### config.mk
export PLATFORM = sky130hd
export DESIGN_NAME = fatori_mon_voter_q
export DESIGN_NICKNAME = d
export VERILOG_FILES = /design/src/rtl/fatori_mon_voter_q.sv
export SDC_FILE = /design/constraint.sdc
export NUM_CORES = 1
export LEC_CHECK = 0
export CORE_ASPECT_RATIO = 0.7
export CORE_MARGIN = 8
export CORE_UTILIZATION = 54
export DETAILED_ROUTE_END_ITERATION = 7
export PLACE_DENSITY = 0.89
export SYNTH_ARGS = -nofsm -noshare
export SYNTH_HDL_FRONTEND = slang
export SYNTH_SLANG_ARGS = --single-unit
### constraint.sdc
create_clock -name clk_i -period 12.9 [get_ports clk_i]
set_clock_uncertainty 0.2 [all_clocks]
set_input_delay 1.29 -clock clk_i [delete_from_list [all_inputs] [get_ports clk_i]]
set_output_delay 1.29 -clock clk_i [all_outputs]
set_load 0.05 [all_outputs]
### src/rtl/fatori_mon_voter_q.sv
// N-way bitwise M-of-N voter with per-replica mismatch tracking and quarantine.
// Voting, mismatch detection and min_err only consider replicas that are not quarantined.
module fatori_mon_voter_q #(
  parameter int unsigned W       = 32,
  parameter int unsigned N       = 3,
  parameter int unsigned M       = 2,
  parameter int unsigned QUAR_TH = 4,
  parameter int unsigned CNT_W   = 4,
  parameter int unsigned HOLD    = 0,
  parameter int unsigned REG_OUT = 0
) (
  input  logic           clk_i,
  input  logic           rst_i,
  input  logic [N*W-1:0] replicas_i,
  input  logic           readmit_i,
  output logic [W-1:0]   y_o,
  output logic           min_err_o,
  output logic           maj_err_o,
  output logic           scrub_occurred_o,
  output logic [N-1:0]   quar_o,
  output logic           maj_sticky_o,
  output logic [15:0]    err_cnt_o
);

  localparam logic [CNT_W-1:0] CntMax = '1;
  localparam logic [CNT_W-1:0] QuarTh = CNT_W'(QUAR_TH);

  logic [N-1:0]     quar_q, quar_d;
  logic [CNT_W-1:0] cnt_q [N];
  logic [CNT_W-1:0] cnt_d [N];
  logic [W-1:0]     hold_q, hold_d;
  logic             sticky_q;
  logic [15:0]      err_cnt_q, err_cnt_d;

  logic [W-1:0]     low_word;
  logic             low_found;
  logic [W-1:0]     vote;
  logic [W-1:0]     undec;
  logic [N-1:0]     mismatch;
  logic             maj_err;
  logic             min_err;
  logic             scrub;
  logic             picked;

  // Fallback word for undecided bits when not holding.
  always_comb begin
    low_word  = '0;
    low_found = 1'b0;
    for (int i = 0; i < N; i++) begin
      if (!quar_q[i] && !low_found) begin
        low_word  = replicas_i[i*W +: W];
        low_found = 1'b1;
      end
    end
  end

  always_comb begin : vote_c
    int unsigned ones;
    int unsigned zeros;
    ones  = 0;
    zeros = 0;
    vote  = '0;
    undec = '0;
    for (int b = 0; b < W; b++) begin
      ones  = 0;
      zeros = 0;
      for (int i = 0; i < N; i++) begin
        if (!quar_q[i]) begin
          if (replicas_i[i*W + b]) ones++;
          else                     zeros++;
        end
      end
      if (ones >= M) begin
        vote[b] = 1'b1;
      end else if (zeros >= M) begin
        vote[b] = 1'b0;
      end else begin
        undec[b] = 1'b1;
        vote[b]  = (HOLD != 0) ? hold_q[b] : low_word[b];
      end
    end
  end

  assign maj_err = |undec;

  always_comb begin
    mismatch = '0;
    for (int i = 0; i < N; i++) begin
      mismatch[i] = !quar_q[i] && !maj_err && (replicas_i[i*W +: W] != vote);
    end
  end

  assign min_err = |mismatch;
  assign scrub   = min_err & ~maj_err;
  assign hold_d  = (vote & ~undec) | (hold_q & undec);

  always_comb begin : quar_c
    int unsigned n_active;
    n_active = 0;
    for (int i = 0; i < N; i++) begin
      if (!quar_q[i]) n_active++;
    end
    quar_d = quar_q;
    picked = 1'b0;
    for (int i = 0; i < N; i++) begin
      cnt_d[i] = cnt_q[i];
      if (readmit_i) begin
        cnt_d[i] = '0;
      end else if (!quar_q[i] && !maj_err) begin
        if (mismatch[i]) cnt_d[i] = (cnt_q[i] == CntMax) ? cnt_q[i] : cnt_q[i] + 1'b1;
        else             cnt_d[i] = '0;
      end
    end
    // One quarantine per cycle, lowest index first, never dropping below M voters.
    if (readmit_i) begin
      quar_d = '0;
    end else if (n_active > M) begin
      for (int i = 0; i < N; i++) begin
        if (!quar_q[i] && (cnt_d[i] >= QuarTh) && !picked) begin
          quar_d[i] = 1'b1;
          picked    = 1'b1;
        end
      end
    end
  end

  assign err_cnt_d = (min_err && (err_cnt_q != 16'hFFFF)) ? err_cnt_q + 16'd1 : err_cnt_q;

  always_ff @(posedge clk_i or posedge rst_i) begin
    if (rst_i) begin
      quar_q    <= '0;
      hold_q    <= '0;
      sticky_q  <= 1'b0;
      err_cnt_q <= '0;
      for (int i = 0; i < N; i++) cnt_q[i] <= '0;
    end else begin
      quar_q    <= quar_d;
      hold_q    <= hold_d;
      sticky_q  <= sticky_q | maj_err;
      err_cnt_q <= err_cnt_d;
      for (int i = 0; i < N; i++) cnt_q[i] <= cnt_d[i];
    end
  end

  assign quar_o       = quar_q;
  assign maj_sticky_o = sticky_q;
  assign err_cnt_o    = err_cnt_q;

  if (REG_OUT != 0) begin : g_reg_out
    logic [W-1:0] y_q;
    logic         min_q, maj_q, scrub_q;
    always_ff @(posedge clk_i or posedge rst_i) begin
      if (rst_i) begin
        y_q     <= '0;
        min_q   <= 1'b0;
        maj_q   <= 1'b0;
        scrub_q <= 1'b0;
      end else begin
        y_q     <= vote;
        min_q   <= min_err;
        maj_q   <= maj_err;
        scrub_q <= scrub;
      end
    end
    assign y_o              = y_q;
    assign min_err_o        = min_q;
    assign maj_err_o        = maj_q;
    assign scrub_occurred_o = scrub_q;
  end else begin : g_comb_out
    assign y_o              = vote;
    assign min_err_o        = min_err;
    assign maj_err_o        = maj_err;
    assign scrub_occurred_o = scrub;
  end

endmodule

==> results by stage <==
Synthesis:
- Of the synthesized area, sequential elements account for 0.0778.
- sky130_fd_sc_hd__nor2_1 is the most common cell in the netlist.
- The synthesized design spends more area on one cell type than any other, namely sky130_fd_sc_hd__ha_1.
- Synthesis inferred 32 register bits.
- In the synthesized netlist, the cells that appear most often are 175 x sky130_fd_sc_hd__nor2_1, 136 x sky130_fd_sc_hd__ha_1, 123 x sky130_fd_sc_hd__inv_1, 100 x sky130_fd_sc_hd__nand2_1, 90 x sky130_fd_sc_hd__nor2b_1.
- The count of distinct cell types in the synthesized netlist is 90.
- The mapped netlist covers 10300 sq um.
- When the netlist entered floorplanning its net count stood at 1659.
- The mean area per synthesized cell is 7.23 sq um.
- The area fraction of the dominant cell type after synthesis is 0.165.
- The most used flip-flop cell after synthesis is sky130_fd_sc_hd__dfrtp_1.
- By area the synthesized netlist is led by sky130_fd_sc_hd__ha_1 17%, sky130_fd_sc_hd__mux2_2 9.5%, sky130_fd_sc_hd__dfrtp_1 7.8%.
- The number of cells produced by synthesis is 1423.
- The proportion of synthesized flip-flops having asynchronous set or reset is 1.00.
- The total number of yosys warnings is 0.
- Yosys mapped a number of flops with a built-in enable equal to 0.

Clock network:
- Buffers inserted to repair hold after CTS numbered 0.
- After clock tree synthesis, the clock-pin slew on the worst setup and hold paths is 50 ps.
- The H-tree depth is 2.
- The number of gates resized after CTS was 0.
- TritonCTS built the clock tree.
- No sink is reached through more buffers than the 2 on the longest clock path.
- The clock drives 32 sinks.
- Clock tree synthesis inserted a total of 5 buffers.
- The clock root buffer master is sky130_fd_sc_hd__clkbuf_16.
- The post-CTS setup-driven buffer insertion count is 0.
- The clock latency on the worst-skew pair is 280 ps.

GRT:
- The via count of the first global-routing pass is 10700.
- The first global-routing pass estimated 60200 um of wire.
- The largest net degree at the start of global routing is 63.
- The initial antenna violation count came to 2.
- The remaining global-route overflow is 0.
- The global-route usage over all layers is 0.308.

Placed design:
- Buffers placed on the I/O ports in this run total 153.
- Summing all placed instances gives a cell area of 11900 sq um.
- At the end of routability-driven placement, the weighted congestion stood at 1.07.
- The number of placed cells counting well taps is 1763.
- The half-perimeter wire length of the detailed placement result is 31000 um.

Power:
- The leakage power is 5.34 nW.
- For this design the ratio of total power to cell area is 57.9 nW/um^2.
- The peak ir drop on the vdd network is 0.0000454 V.

Critical path:
- The capturing element type of the critical path is a primary output.
- The number of cells on the worst reg-to-reg path is 15.
- For this run, the slowest stage of the critical path takes 730 ps.
- The sum of buffers and inverters on the critical path is 4.
- In this run the critical register-to-register path is launched from quar_o[0].
- The critical path goes through clkdlybuf4s50_1, inv_1, nor2_1, ha_1, mux2_2, ha_1, or4b_2, o21ai_1, o221ai_1, or4_1, nand4b_1, nor4_1, nor3_1, nor3_4, inv_1, clkdlybuf4s50_1.
- Of all nets on the critical path, the largest fanout is 17.
- The category of the worst setup path launch point is an input port.
- In this run the critical register-to-register path is captured at err_cnt_o[1].
- For this design, the slowest cell found on the critical path is sky130_fd_sc_hd__clkdlybuf4s50_1.
- For the worst setup path, the data required time is 11410 ps.
- The startpoint-to-endpoint class of the critical path is in -> out.
- The internal reg-to-reg setup slack is 6300 ps.
- The endpoint arrival time on the critical path is 7070 ps.
- Broken down by cell family, the worst path's largest delay share belongs to simple AND/OR/NAND/NOR gates.

Min path:
- The beginning of the worst hold path is err_cnt_o[6].
- The worst-case hold path end point is err_cnt_o[6].
- The hold-critical path depth is 1.
- The kind of path behind the tightest hold check is reg -> reg.

Floorplanning:
- The total core area is 18800 sq um.
- The die is 181 um wide.
- 154 I/O pins were placed.
- The initial standard-cell utilization of the core is 0.547.
- The die height is 132 um.
- The floorplan step defined a die boundary enclosing 23800 sq um.
- The number of core rows is 42.

Layout:
- After the last flow step, the layout net total stands at 1764.
- Once layout is complete, the utilization of the core stands at 0.641.
- The count of cells in the finished layout, fillers not included, comes to 1771.
- The layout cell share with drive strength beyond 1 is 0.0903.
- Counting the fill cells in the layout gives 1623.
- The synthesis-to-finish area growth is 17.2%.
- The final instance area is 12100 sq um.
- The number of inserted diodes is 0.

Outcome:
- The flow ran to the end, and the final reports show no timing, DRC or antenna violations.

Timing:
- Measured against its own limit, the worst slew margin works out to 0.122.
- Setup repair after global routing left no endpoint under its margin.
- Of the available clock period, the critical path in the final layout requires 0.664.
- The slew of the pin with the lowest slew margin is 1280 ps.
- The final critical-path required period is 8560 ps.
- The total negative slack for setup checks is 0 ps.
- The final count of negative-setup-slack endpoints is 0.
- For this run, the top clock speed supported by timing is 117 MHz.
- The final number of max-transition violations is 0.
- The number of hold-slack violations in the final timing report is 0.

Drt:
- The detailed router's first-iteration violation count is 1624.
- Summed over all layers, the routed wires come to 39000 um.
- For this block, the via count after detailed routing is 12000.
- The count of nets left with antenna violations once routing finished came out at 0.
- The average vias per placed instance is 6.76.
- After detailed routing, the number of remaining DRC violations is 0.
- The iteration count of the initial detailed-routing pass is 6.
- The detail-routed net length per standard cell is 22.0 um.

Job:
- The reported max-cap violation count is 0.
## flip-flops by register name, summed over array words and instances, names as in the netlist
name	count
err_cnt_o	16
cnt_q	12
quar_o	3
maj_sticky_o	1
## layout by cell type (no fill, tap or decap), drive strengths merged, types with 18 or more instances in the layout
cell type	instances
nand4	21
nand3	27
o311ai	25
ha	136
nor2	175
xnor2	30
mux2	88
a21oi	23
nand2	100
nor4	20
or4	42
o21ai	57
dfrtp	32
nand2b	47
clkdlybuf4s50	153
mux2i	24
a31oi	18
o22ai	33
nor2b	90
inv	123
nor3	28
## power breakdown
group | internal (mW) | switching [mW]
Sequential | 0.101 | 0.0000805
Clock | 0.0768 | 0.0411
Combinational | 0.186 | 0.293
## cell families after synthesis
group,Yosys count,synth area share
flip-flops,32,0.0778
XOR/XNOR,34,0.0289
multiplexers,112,0.120
adder cells (fa/ha/maj),137,0.167
AO/OA/AOI/OAI,292,0.204
buffers and inverters,189,0.0749
AND/OR/NAND/NOR,627,0.327
## worst max path at each step
stage	cells after the start	start	slack, ps	to
after global routing	16	replicas_i[29]	4140	min_err_o
final	16	replicas_i[29]	4340	min_err_o
after CTS	16	replicas_i[29]	4510	min_err_o
after floorplan	19	quar_o[0]	5340	min_err_o
after global placement	16	replicas_i[29]	4650	scrub_occurred_o
after detailed placement	16	replicas_i[29]	4530	min_err_o
## routing by layer
layer	global-route usage	up-vias	part of all wire
li1	-	5444	-
met1	0.445	5588	0.43
met2	0.448	833	0.41
met3	0.0765	95	0.14
met4	0.0708	4	0.025
met5	0	-	0.00074
## final cells by class
| type | instances | area (sq um) | area share |
|---|---|---|---|
| Multi-Input combinational cell | 1202 | 8730 | 0.724 |
| Timing Repair Buffer | 164 | 1610 | 0.134 |
| Clock buffer | 8 | 146 | 0.0121 |
| Inverter | 123 | 462 | 0.0383 |
| Sequential cell | 32 | 810 | 0.0671 |
| Tap cell | 242 | 303 | 0.0251 |
## stage by stage
stage	setup WS [ps]	total power [mW]	hold slack (ps)
2_1_floorplan	5340	0.394	335
3_3_place_gp	4650	0.553	252
3_5_place_dp	4530	0.565	279
4_1_cts	4510	0.685	295
5_1_grt	4140	0.735	292
6_report	4340	0.698	297
No activity file was read; power rests on OpenSTA's default activity.
